## src/rtl/error_checking_pkg.sv

```systemverilog
// Shared definitions for the OBC challenge scheduler: FSM encoding, LFSR seed,
// default parameter values and the expected-answer rule.
package error_checking_pkg;

    localparam int unsigned ROUND_LEN_DEF       = 10;
    localparam int unsigned PASS_THRESHOLD_DEF  = 7;
    localparam int unsigned MAX_FAIL_ROUNDS_DEF = 3;
    localparam int unsigned TIMEOUT_CYCLES_DEF  = 255;

    localparam int unsigned Q_W     = 4;
    localparam int unsigned IDX_W   = 4;
    localparam int unsigned FAIL_W  = 2;
    localparam int unsigned TIMER_W = 8;

    localparam logic [Q_W-1:0] LFSR_SEED = 4'b0001;

    typedef enum logic [2:0] {
        IDLE     = 3'd0,
        ISSUE    = 3'd1,
        WAIT     = 3'd2,
        EVAL     = 3'd3,
        SHUTDOWN = 3'd4
    } sched_state_e;

    // Answer the OBC must return for a given challenge.
    function automatic logic [Q_W-1:0] expected_answer(input logic [Q_W-1:0] q);
        return {q[2] ^ q[3], q[1] ^ q[2], q[0] ^ q[1], ~q[0]};
    endfunction

endpackage

```

## src/rtl/challenge_lfsr.sv

```systemverilog
// 4-bit Fibonacci LFSR (period 15) producing challenge questions; steps only
// on the advance strobe so the sequence persists across rounds.
module challenge_lfsr
    import error_checking_pkg::*;
(
    input  logic           clk,
    input  logic           reset,
    input  logic           advance,
    output logic [Q_W-1:0] value
);

    // Shift left, feeding back q[3]^q[2]; seed keeps the register off zero.
    always_ff @(posedge clk or negedge reset) begin
        if (!reset) begin
            value <= LFSR_SEED;
        end else if (advance) begin
            value <= {value[2:0], value[3] ^ value[2]};
        end
    end

endmodule

```

## src/rtl/obc_challenge_scheduler.sv

```systemverilog
// OBC challenge scheduler: issues LFSR challenges, scores the OBC's answers per
// round, pulses round_pass / obc_reset, and latches override after too many
// consecutive failed rounds.
// Optional feature: define CHALLENGE_TIMEOUT_EN to add a WAIT-state answer
// timeout (a missing answer is scored as wrong).
module obc_challenge_scheduler
    import error_checking_pkg::*;
#(
    parameter int unsigned ROUND_LEN       = ROUND_LEN_DEF,
    parameter int unsigned PASS_THRESHOLD  = PASS_THRESHOLD_DEF,
    parameter int unsigned MAX_FAIL_ROUNDS = MAX_FAIL_ROUNDS_DEF,
    parameter int unsigned TIMEOUT_CYCLES  = TIMEOUT_CYCLES_DEF
) (
    input  logic              clk,
    input  logic              reset,
    input  logic              enable,
    output logic [Q_W-1:0]    question,
    output logic              q_valid,
    input  logic [Q_W-1:0]    answerOBC,
    input  logic              a_valid,
    output logic              round_pass,
    output logic              obc_reset,
    output logic              override,
    output logic [FAIL_W-1:0] fail_count
);

    sched_state_e      state_q, state_d;
    logic [IDX_W-1:0]  idx_q, idx_d;
    logic [IDX_W-1:0]  correct_q, correct_d;
    logic [FAIL_W-1:0] fail_d;
    logic [Q_W-1:0]    question_d;
    logic              pass_d;
    logic              fail_pulse_d;
    logic              lfsr_adv_c;
    logic [Q_W-1:0]    lfsr_value;
    logic              answer_ok_c;
    logic              timeout_c;

    challenge_lfsr u_lfsr (
        .clk     (clk),
        .reset   (reset),
        .advance (lfsr_adv_c),
        .value   (lfsr_value)
    );

    assign answer_ok_c = (answerOBC == expected_answer(question));

`ifdef CHALLENGE_TIMEOUT_EN
    logic [TIMER_W-1:0] timer_q, timer_d;

    // Timer holds the number of WAIT cycles already elapsed, so the timeout
    // fires in the TIMEOUT_CYCLES-th WAIT cycle.
    assign timeout_c = (state_q == WAIT) &&
                       (timer_q == TIMER_W'(TIMEOUT_CYCLES - 1));

    // WAIT timer register.
    always_ff @(posedge clk or negedge reset) begin
        if (!reset) begin
            timer_q <= '0;
        end else begin
            timer_q <= timer_d;
        end
    end
`else
    // No timer in this build: WAIT holds until an answer arrives.
    assign timeout_c = 1'b0 && (TIMEOUT_CYCLES != 0);
`endif

    // State, round bookkeeping and registered outputs.
    always_ff @(posedge clk or negedge reset) begin
        if (!reset) begin
            state_q    <= IDLE;
            idx_q      <= '0;
            correct_q  <= '0;
            question   <= '0;
            q_valid    <= 1'b0;
            round_pass <= 1'b0;
            obc_reset  <= 1'b0;
            override   <= 1'b0;
            fail_count <= '0;
        end else begin
            state_q    <= state_d;
            idx_q      <= idx_d;
            correct_q  <= correct_d;
            question   <= question_d;
            q_valid    <= (state_d == WAIT);
            round_pass <= pass_d;
            obc_reset  <= fail_pulse_d;
            override   <= (state_d == SHUTDOWN);
            fail_count <= fail_d;
        end
    end

    // Next-state and round scoring; enable low aborts any active round.
    always_comb begin
        state_d      = state_q;
        idx_d        = idx_q;
        correct_d    = correct_q;
        fail_d       = fail_count;
        question_d   = question;
        pass_d       = 1'b0;
        fail_pulse_d = 1'b0;
        lfsr_adv_c   = 1'b0;
`ifdef CHALLENGE_TIMEOUT_EN
        timer_d      = timer_q;
`endif

        case (state_q)
            IDLE: begin
                idx_d     = '0;
                correct_d = '0;
                if (enable) begin
                    state_d = ISSUE;
                end
            end

            ISSUE: begin
                if (!enable) begin
                    state_d = IDLE;
                end else begin
                    question_d = lfsr_value;
                    lfsr_adv_c = 1'b1;
                    state_d    = WAIT;
`ifdef CHALLENGE_TIMEOUT_EN
                    timer_d    = '0;
`endif
                end
            end

            WAIT: begin
                if (!enable) begin
                    state_d = IDLE;
                end else if (a_valid || timeout_c) begin
                    if (a_valid && answer_ok_c && (correct_q < IDX_W'(ROUND_LEN))) begin
                        correct_d = correct_q + IDX_W'(1);
                    end
                    idx_d = idx_q + IDX_W'(1);
                    if ((idx_q + IDX_W'(1)) == IDX_W'(ROUND_LEN)) begin
                        state_d = EVAL;
                    end else begin
                        state_d = ISSUE;
                    end
                end else begin
`ifdef CHALLENGE_TIMEOUT_EN
                    timer_d = timer_q + TIMER_W'(1);
`endif
                end
            end

            EVAL: begin
                if (!enable) begin
                    state_d = IDLE;
                end else if (correct_q >= IDX_W'(PASS_THRESHOLD)) begin
                    pass_d  = 1'b1;
                    fail_d  = '0;
                    state_d = IDLE;
                end else begin
                    fail_pulse_d = 1'b1;
                    fail_d       = fail_count + FAIL_W'(1);
                    if ((fail_count + FAIL_W'(1)) == FAIL_W'(MAX_FAIL_ROUNDS)) begin
                        state_d = SHUTDOWN;
                    end else begin
                        state_d = IDLE;
                    end
                end
            end

            SHUTDOWN: begin
                state_d = SHUTDOWN;
            end

            default: begin
                state_d = IDLE;
            end
        endcase
    end

endmodule

```

## config.mk

```make
export PLATFORM = sky130hd
export DESIGN_NAME = obc_challenge_scheduler
export DESIGN_NICKNAME = d
export VERILOG_FILES = /design/src/rtl/error_checking_pkg.sv /design/src/rtl/challenge_lfsr.sv /design/src/rtl/obc_challenge_scheduler.sv
export SDC_FILE = /design/constraint.sdc
export NUM_CORES = 1
export LEC_CHECK = 0
export ABC_CLOCK_PERIOD_IN_PS = 1610
export CORE_MARGIN = 2
export CORE_UTILIZATION = 47
export DETAILED_ROUTE_END_ITERATION = 6
export PLACE_DENSITY = 0.79
export SLEW_MARGIN = 0
export SYNTH_ARGS = -nofsm -noshare
export SYNTH_HDL_FRONTEND = slang
export SYNTH_SLANG_ARGS = --single-unit
```

## constraint.sdc

```tcl
create_clock -name clk -period 1.61 [get_ports clk]
set_input_delay 0.322 -clock clk [delete_from_list [all_inputs] [get_ports clk]]
set_output_delay 0.322 -clock clk [all_outputs]
set_load 0.01 [all_outputs]
```

# After elaboration in Yosys (flattened, before gate mapping)
# Index checks and enable logic that the tools add are counted.
[word_totals] regBits=25 in_bits=8 out_inout_bits=10 word_cells=65
[op_classes] addsub=3 magnitude_cmp=2 n_eq_ne=12 muxes=25 n_bitwise=5 n_reduce_logical=8
[op_table] cell="4-bit 2-to-1 mux" n=5
[op_table] cell="3-bit 2-to-1 mux" n=6
[op_table] cell="4-bit case mux with 2 select lines" n=2
[op_table] cell="3-bit case mux with 5 select lines" n=1
[op_table] cell="3-bit by 2-bit == test with 1-bit output, second input constant" n=3
[op_table] cell="4-bit by 1-bit adder with 4-bit output, second input constant" n=2
[op_table] cell="1-bit 2-to-1 mux" n=8
[op_table] cell="3-bit == test, second input constant" n=2
[op_table] cell="2-bit 2-to-1 mux" n=3
[op_table] cell="2-bit inequality test, second input constant" n=3
[op_table] cell="4-bit == test" n=1
[op_table] cell="4-bit == test, second input constant" n=1
[op_table] cell="4-bit by 3-bit >= comparator with 1-bit output, second input constant" n=1
[op_table] cell="4-bit less-than comparator, second input constant" n=1
[op_table] cell="2-bit AND reduction" n=2
[op_table] cell="4-bit AND reduction" n=1
[op_table] cell="1-bit bitwise XOR" n=4
[op_table] cell="3-bit by 1-bit == test with 1-bit output, second input constant" n=1
[op_table] cell="3-bit logical NOT" n=1
[op_table] cell="3-bit AND reduction" n=1
[op_table] cell="2-bit by 1-bit adder with 2-bit output, second input constant" n=1
[op_table] cell="2-bit == test, second input constant" n=1
[op_table] cell="1-bit logical AND" n=2
[op_table] cell="2-bit nonzero test" n=1
[op_table] cell="1-bit NOT" n=1

# Logic depth before layout (Yosys ltp)
[logic_depth] word_depth=8 ltp_mapped=6 depth_no_buf=6

# Cells and area by module
# A second synthesis with hierarchy kept.
[hier_totals] cells_unflattened=110 area_unflattened_um2=1206.2
[modules_own_cells] mod="obc_challenge_scheduler" instances=1 cells_per_inst=100 area_each_um2=1053.5 seq_area_each_um2=525.5
[modules_own_cells] mod="challenge_lfsr" instances=1 cells_per_inst=10 area_each_um2=152.6 seq_area_each_um2=101.3

# Worst setup path before layout
# OpenSTA, ideal clock, no wires.
[synth_path] kind="reg-to-reg" startpoint="reg, netlist name u_lfsr.value[2]" endpoint="reg correct_q[2]" setup_ns=0.124 t_arrival_ns=1.421 required_time_ns=1.486 path_slack_ns=0.065 stages_incl_launch_ff=6 path_buffers=0 synth_period_minus_slack_ns=1.545 path_cell_list="dfrtp_1 xnor2_1 mux2i_1 o2111ai_1 and3_1 a211o_1"
[synth_lines] item="to (signal assigned)" line_no="obc_challenge_scheduler.sv:84" source="correct_q <= correct_d;"
[synth_lines] item="to (decl)" line_no="obc_challenge_scheduler.sv:29" source="logic [IDX_W-1:0] correct_q, correct_d;"

==> summary.txt <==
CTS
  – H-tree depth: 1
  – Clk sink count: 22
  – Clock tree from TritonCTS: done
  – Insertion delay to the later sink of the worst-skew pair: 0.31 ns
  – Worst-path clk slew: 0.13 ns
  – Buffer levels on the longest clock path: 2
  – Cts bufs inserted: 3
  – Cell at the root of the clock tree: sky130_fd_sc_hd__clkbuf_4

Detailed routing
  – Iteration count of the initial detailed-routing pass: 5
  – Detail-routed net length per standard cell: 15.53 um
  – Vias: 1002
  – Routed wire length: 2780 um
  – WL met2: 1446 um
  – Iteration-0 DRC count of the detailed router: 18
  – Met3 layer wire length in the routed design: 110 um
  – Met1 Routed Length: 1172 um
  – Number of routed nets with antenna violations: 0
  – Avg Vias per Cell: 5.598
  – Post-route DRC: 0
  – Highest metal used: met4

STA
  – Fraction of the cycle the final worst path needs: 103.7%
  – Hold WS: 0.3384 ns
  – Final setup violation count: 1
  – Worst Setup Slack, final: -0.06002 ns
  – Clock skew: 0.01178 ns
  – Max-slew violation count: 0
  – Normalized max-slew margin: 77.38%
  – Shortest period the worst path allows: 1.670 ns
  – Setup_tns: -0.06002 ns
  – Final hold violation count: 0
  – Slew @ Worst Pin: 0.3357 ns
  – Peak clock frequency supported by timing: 598.8 MHz
  – Unrepaired setup endpoints after global routing: true

Critical path
  – Type of the setup path with the least slack: reg -> reg
  – Element type at the critical path start: register
  – Stage delay of the slowest cell on the critical path: 0.41 ns
  – Critical path endpoint category: register
  – Critical R2R Capture: correct_q[2]
  – Worst-path cell chain: buf_6 > xor2_2 > and3_4 > o2111ai_2 > and3_1 > a211o_1
  – Arrival time of data at the critical path endpoint: 1.87 ns
  – Worst setup slack for register-to-register paths: -0.06 ns
  – Highest fanout seen on the critical path: 2
  – Source of the worst register-to-register timing path: u_lfsr.value[2]
  – Crit-path slowest cell: sky130_fd_sc_hd__dfrtp_1
  – Worst-case reg-to-reg path depth: 6
  – Worst endpoint required time: 1.81 ns

Floorplanning
  – Floorplan die width: 53 um
  – DIE HEIGHT: 53 um
  – DIE AREA: 2809 um2
  – Initial cell density of the core: 50.53%
  – Core area: 2233 um2
  – # IOs: 18
  – Number of rows created at floorplan: 17

Placed design
  – DPL Wire Length: 1823 um
  – Post-placement worst setup slack: -0.3500 ns
  – Number of port buffers: 17
  – RD Place Congestion: 0.8792

Min path
  – Classification of the worst-slack hold path: in -> async

Global routing
  – Global-route wire length before repair: 4284 um
  – Pin count of the biggest net entering global routing: 23
  – Number of antenna violations at the first check in global routing: 0
  – Via count of the first global-routing pass: 984
  – Global-route usage over all layers: 21.48%
  – Grt total ovfl: 0

Power
  – Power density cells: 1219 nW/um2
  – IR Drop Worst-Case VDD: 0.9404 mV
  – Reported leakage power: 0.7289 nW

Synth
  – Count of mapped cells out of synthesis: 116
  – Cells taking the most area after synthesis: sky130_fd_sc_hd__dfrtp_1 47%, sky130_fd_sc_hd__ha_1 4.4%, sky130_fd_sc_hd__mux2_1 4.0%
  – Dominant register cell in the synthesized netlist: sky130_fd_sc_hd__dfrtp_1
  – Synthesis Warnings: 0
  – Most instantiated library cell after synthesis: sky130_fd_sc_hd__dfrtp_1
  – Most frequent cells after synthesis: 21 x sky130_fd_sc_hd__dfrtp_1, 12 x sky130_fd_sc_hd__nand2_1, 11 x sky130_fd_sc_hd__nor2_1
  – Seq cells post-synth: 22
  – Seq/Total Area, Yosys: 48.89%
  – Netlist Area Pre-Place: 1129 um2
  – Share of synthesized registers carrying an async set or reset: 100.0%
  – Avg Cell Area, Syn: 9.729 um2
  – Post-synth top area cell: sky130_fd_sc_hd__dfrtp_1
  – Top cell type's share of synthesized area: 46.56%
  – Yosys cell types: 32
  – Post-synth net total: 128
  – Number of flops mapped to enable cells by yosys: 0

Cells and area
  – Area overhead of the layout relative to synthesis: 41.57%
  – Proportion of layout cells with a drive suffix above 1: 26.49%
  – Nets@finish: 164
  – Antenna cell count: 0

Outcome
  – Violations in the final reports: setup timing
  – Result of the run: finished with violations

Run
  – Max-cap violations: 0
where the power goes:
group / internal, mW / total [mW] / switching, mW
Sequential: 0.658 / 0.740 / 0.0818
Clock: 0.252 / 0.422 / 0.170
Combinational: 0.416 / 0.785 / 0.369
placed cells by master (no fill, tap or decap), types with 3 or more instances in the layout:
cell                              synthesis  routed
sky130_fd_sc_hd__dfrtp_1                 21      19
sky130_fd_sc_hd__buf_4                    3      18
sky130_fd_sc_hd__nand2_1                 12      12
sky130_fd_sc_hd__nor2_1                  11      11
sky130_fd_sc_hd__clkdlybuf4s50_1          0      11
sky130_fd_sc_hd__nand3_1                  7       7
sky130_fd_sc_hd__a21oi_1                  5       5
sky130_fd_sc_hd__o21ai_1                  6       5
sky130_fd_sc_hd__inv_1                    4       4
sky130_fd_sc_hd__mux2_1                   4       4
sky130_fd_sc_hd__ha_1                     4       4
sky130_fd_sc_hd__dlymetal6s2s_1           0       4
sky130_fd_sc_hd__o21ai_0                  3       3
sky130_fd_sc_hd__nand2b_1                 3       3
sky130_fd_sc_hd__clkbuf_4                 0       3
routing by layer:
metal / track usage [%] / vias up
li1: - / 479
met1: 25.85 / 480
met2: 37.92 / 37
met3: 2.825 / 6
met4: 9.402 / 0
met5: 0 / -
worst max-delay path, delay by kind of cell (launching register included):
| kind | cells | cell delay, ns |
|---|---|---|
| AOI/OAI and AO/OA | 2 | 0.39 |
| buffers and inverters | 1 | 0.14 |
| DFF | 1 | 0.41 |
| xor gates and xnor gates | 1 | 0.22 |
| and+or+nand+nor | 2 | 0.41 |
what timing repair did:
| item | CTS | global route |
|---|---|---|
| pin swaps | 4 | 3 |
| hold buffers | 0 | 0 |
| resized for setup | 7 | 16 |
| buffers inserted | 5 | 1 |
| hold endpoints to repair | 0 | 0 |
| setup endpoints to repair | 5 | 9 |
state kept, by name, indices dropped and copies added (netlist names):
name          cells
fail_count        2
state_q           3
u_lfsr.value      3
correct_q         4
obc_reset         1
override          1
round_pass        1
question          2
q_valid           1
idx_q             4
worst max path at each step:
| stage | startpoint | to | slack, ns | cells after the start |
|---|---|---|---|---|
| floorplan | u_lfsr.value[2] | correct_q[2] | 0.06 | 5 |
| global placement | answerOBC[1] | correct_q[2] | -0.27 | 6 |
| detailed placement | answerOBC[1] | correct_q[2] | -0.35 | 6 |
| CTS | u_lfsr.value[2] | correct_q[0] | -0.05 | 6 |
| global route | u_lfsr.value[2] | correct_q[2] | -0.13 | 6 |
| finish | u_lfsr.value[2] | correct_q[2] | -0.06 | 6 |
kinds of logic (layout without fill, tap and decap cells):
| group | after synthesis | in the layout | share of synthesized area [%] |
|---|---|---|---|
| mux | 6 | 6 | 5.765 |
| xor+xnor | 6 | 6 | 4.656 |
| simple gates | 43 | 43 | 17.74 |
| compound gates | 24 | 24 | 13.86 |
| fa+ha+maj | 4 | 4 | 4.435 |
| flops | 22 | 22 | 48.89 |
| buf+inv | 11 | 46 | 4.656 |
layout make-up:
type / count / area, um2
clock buffer: 3 / 22.52
sequential: 22 / 554.3
fill: 152 / 635.6
inverter: 6 / 22.52
timing repair buffer: 36 / 325.3
multi-input combinational: 83 / 608.1
tap: 28 / 35.03
clock inverter: 1 / 30.03
stage by stage:
step | std cells | util, % | instance area, um2 | power [mW]
after floorplan | 116 | - | 1129 | 1.082
after global placement | 169 | 62.75 | 1401 | 1.298
after detailed placement | 169 | 62.75 | 1401 | 1.329
after CTS | 178 | 67.79 | 1514 | 1.857
after global routing | 179 | 71.54 | 1598 | 2.062
final | 179 | 71.54 | 1598 | 1.947
Power figures use the tool's default switching activity.
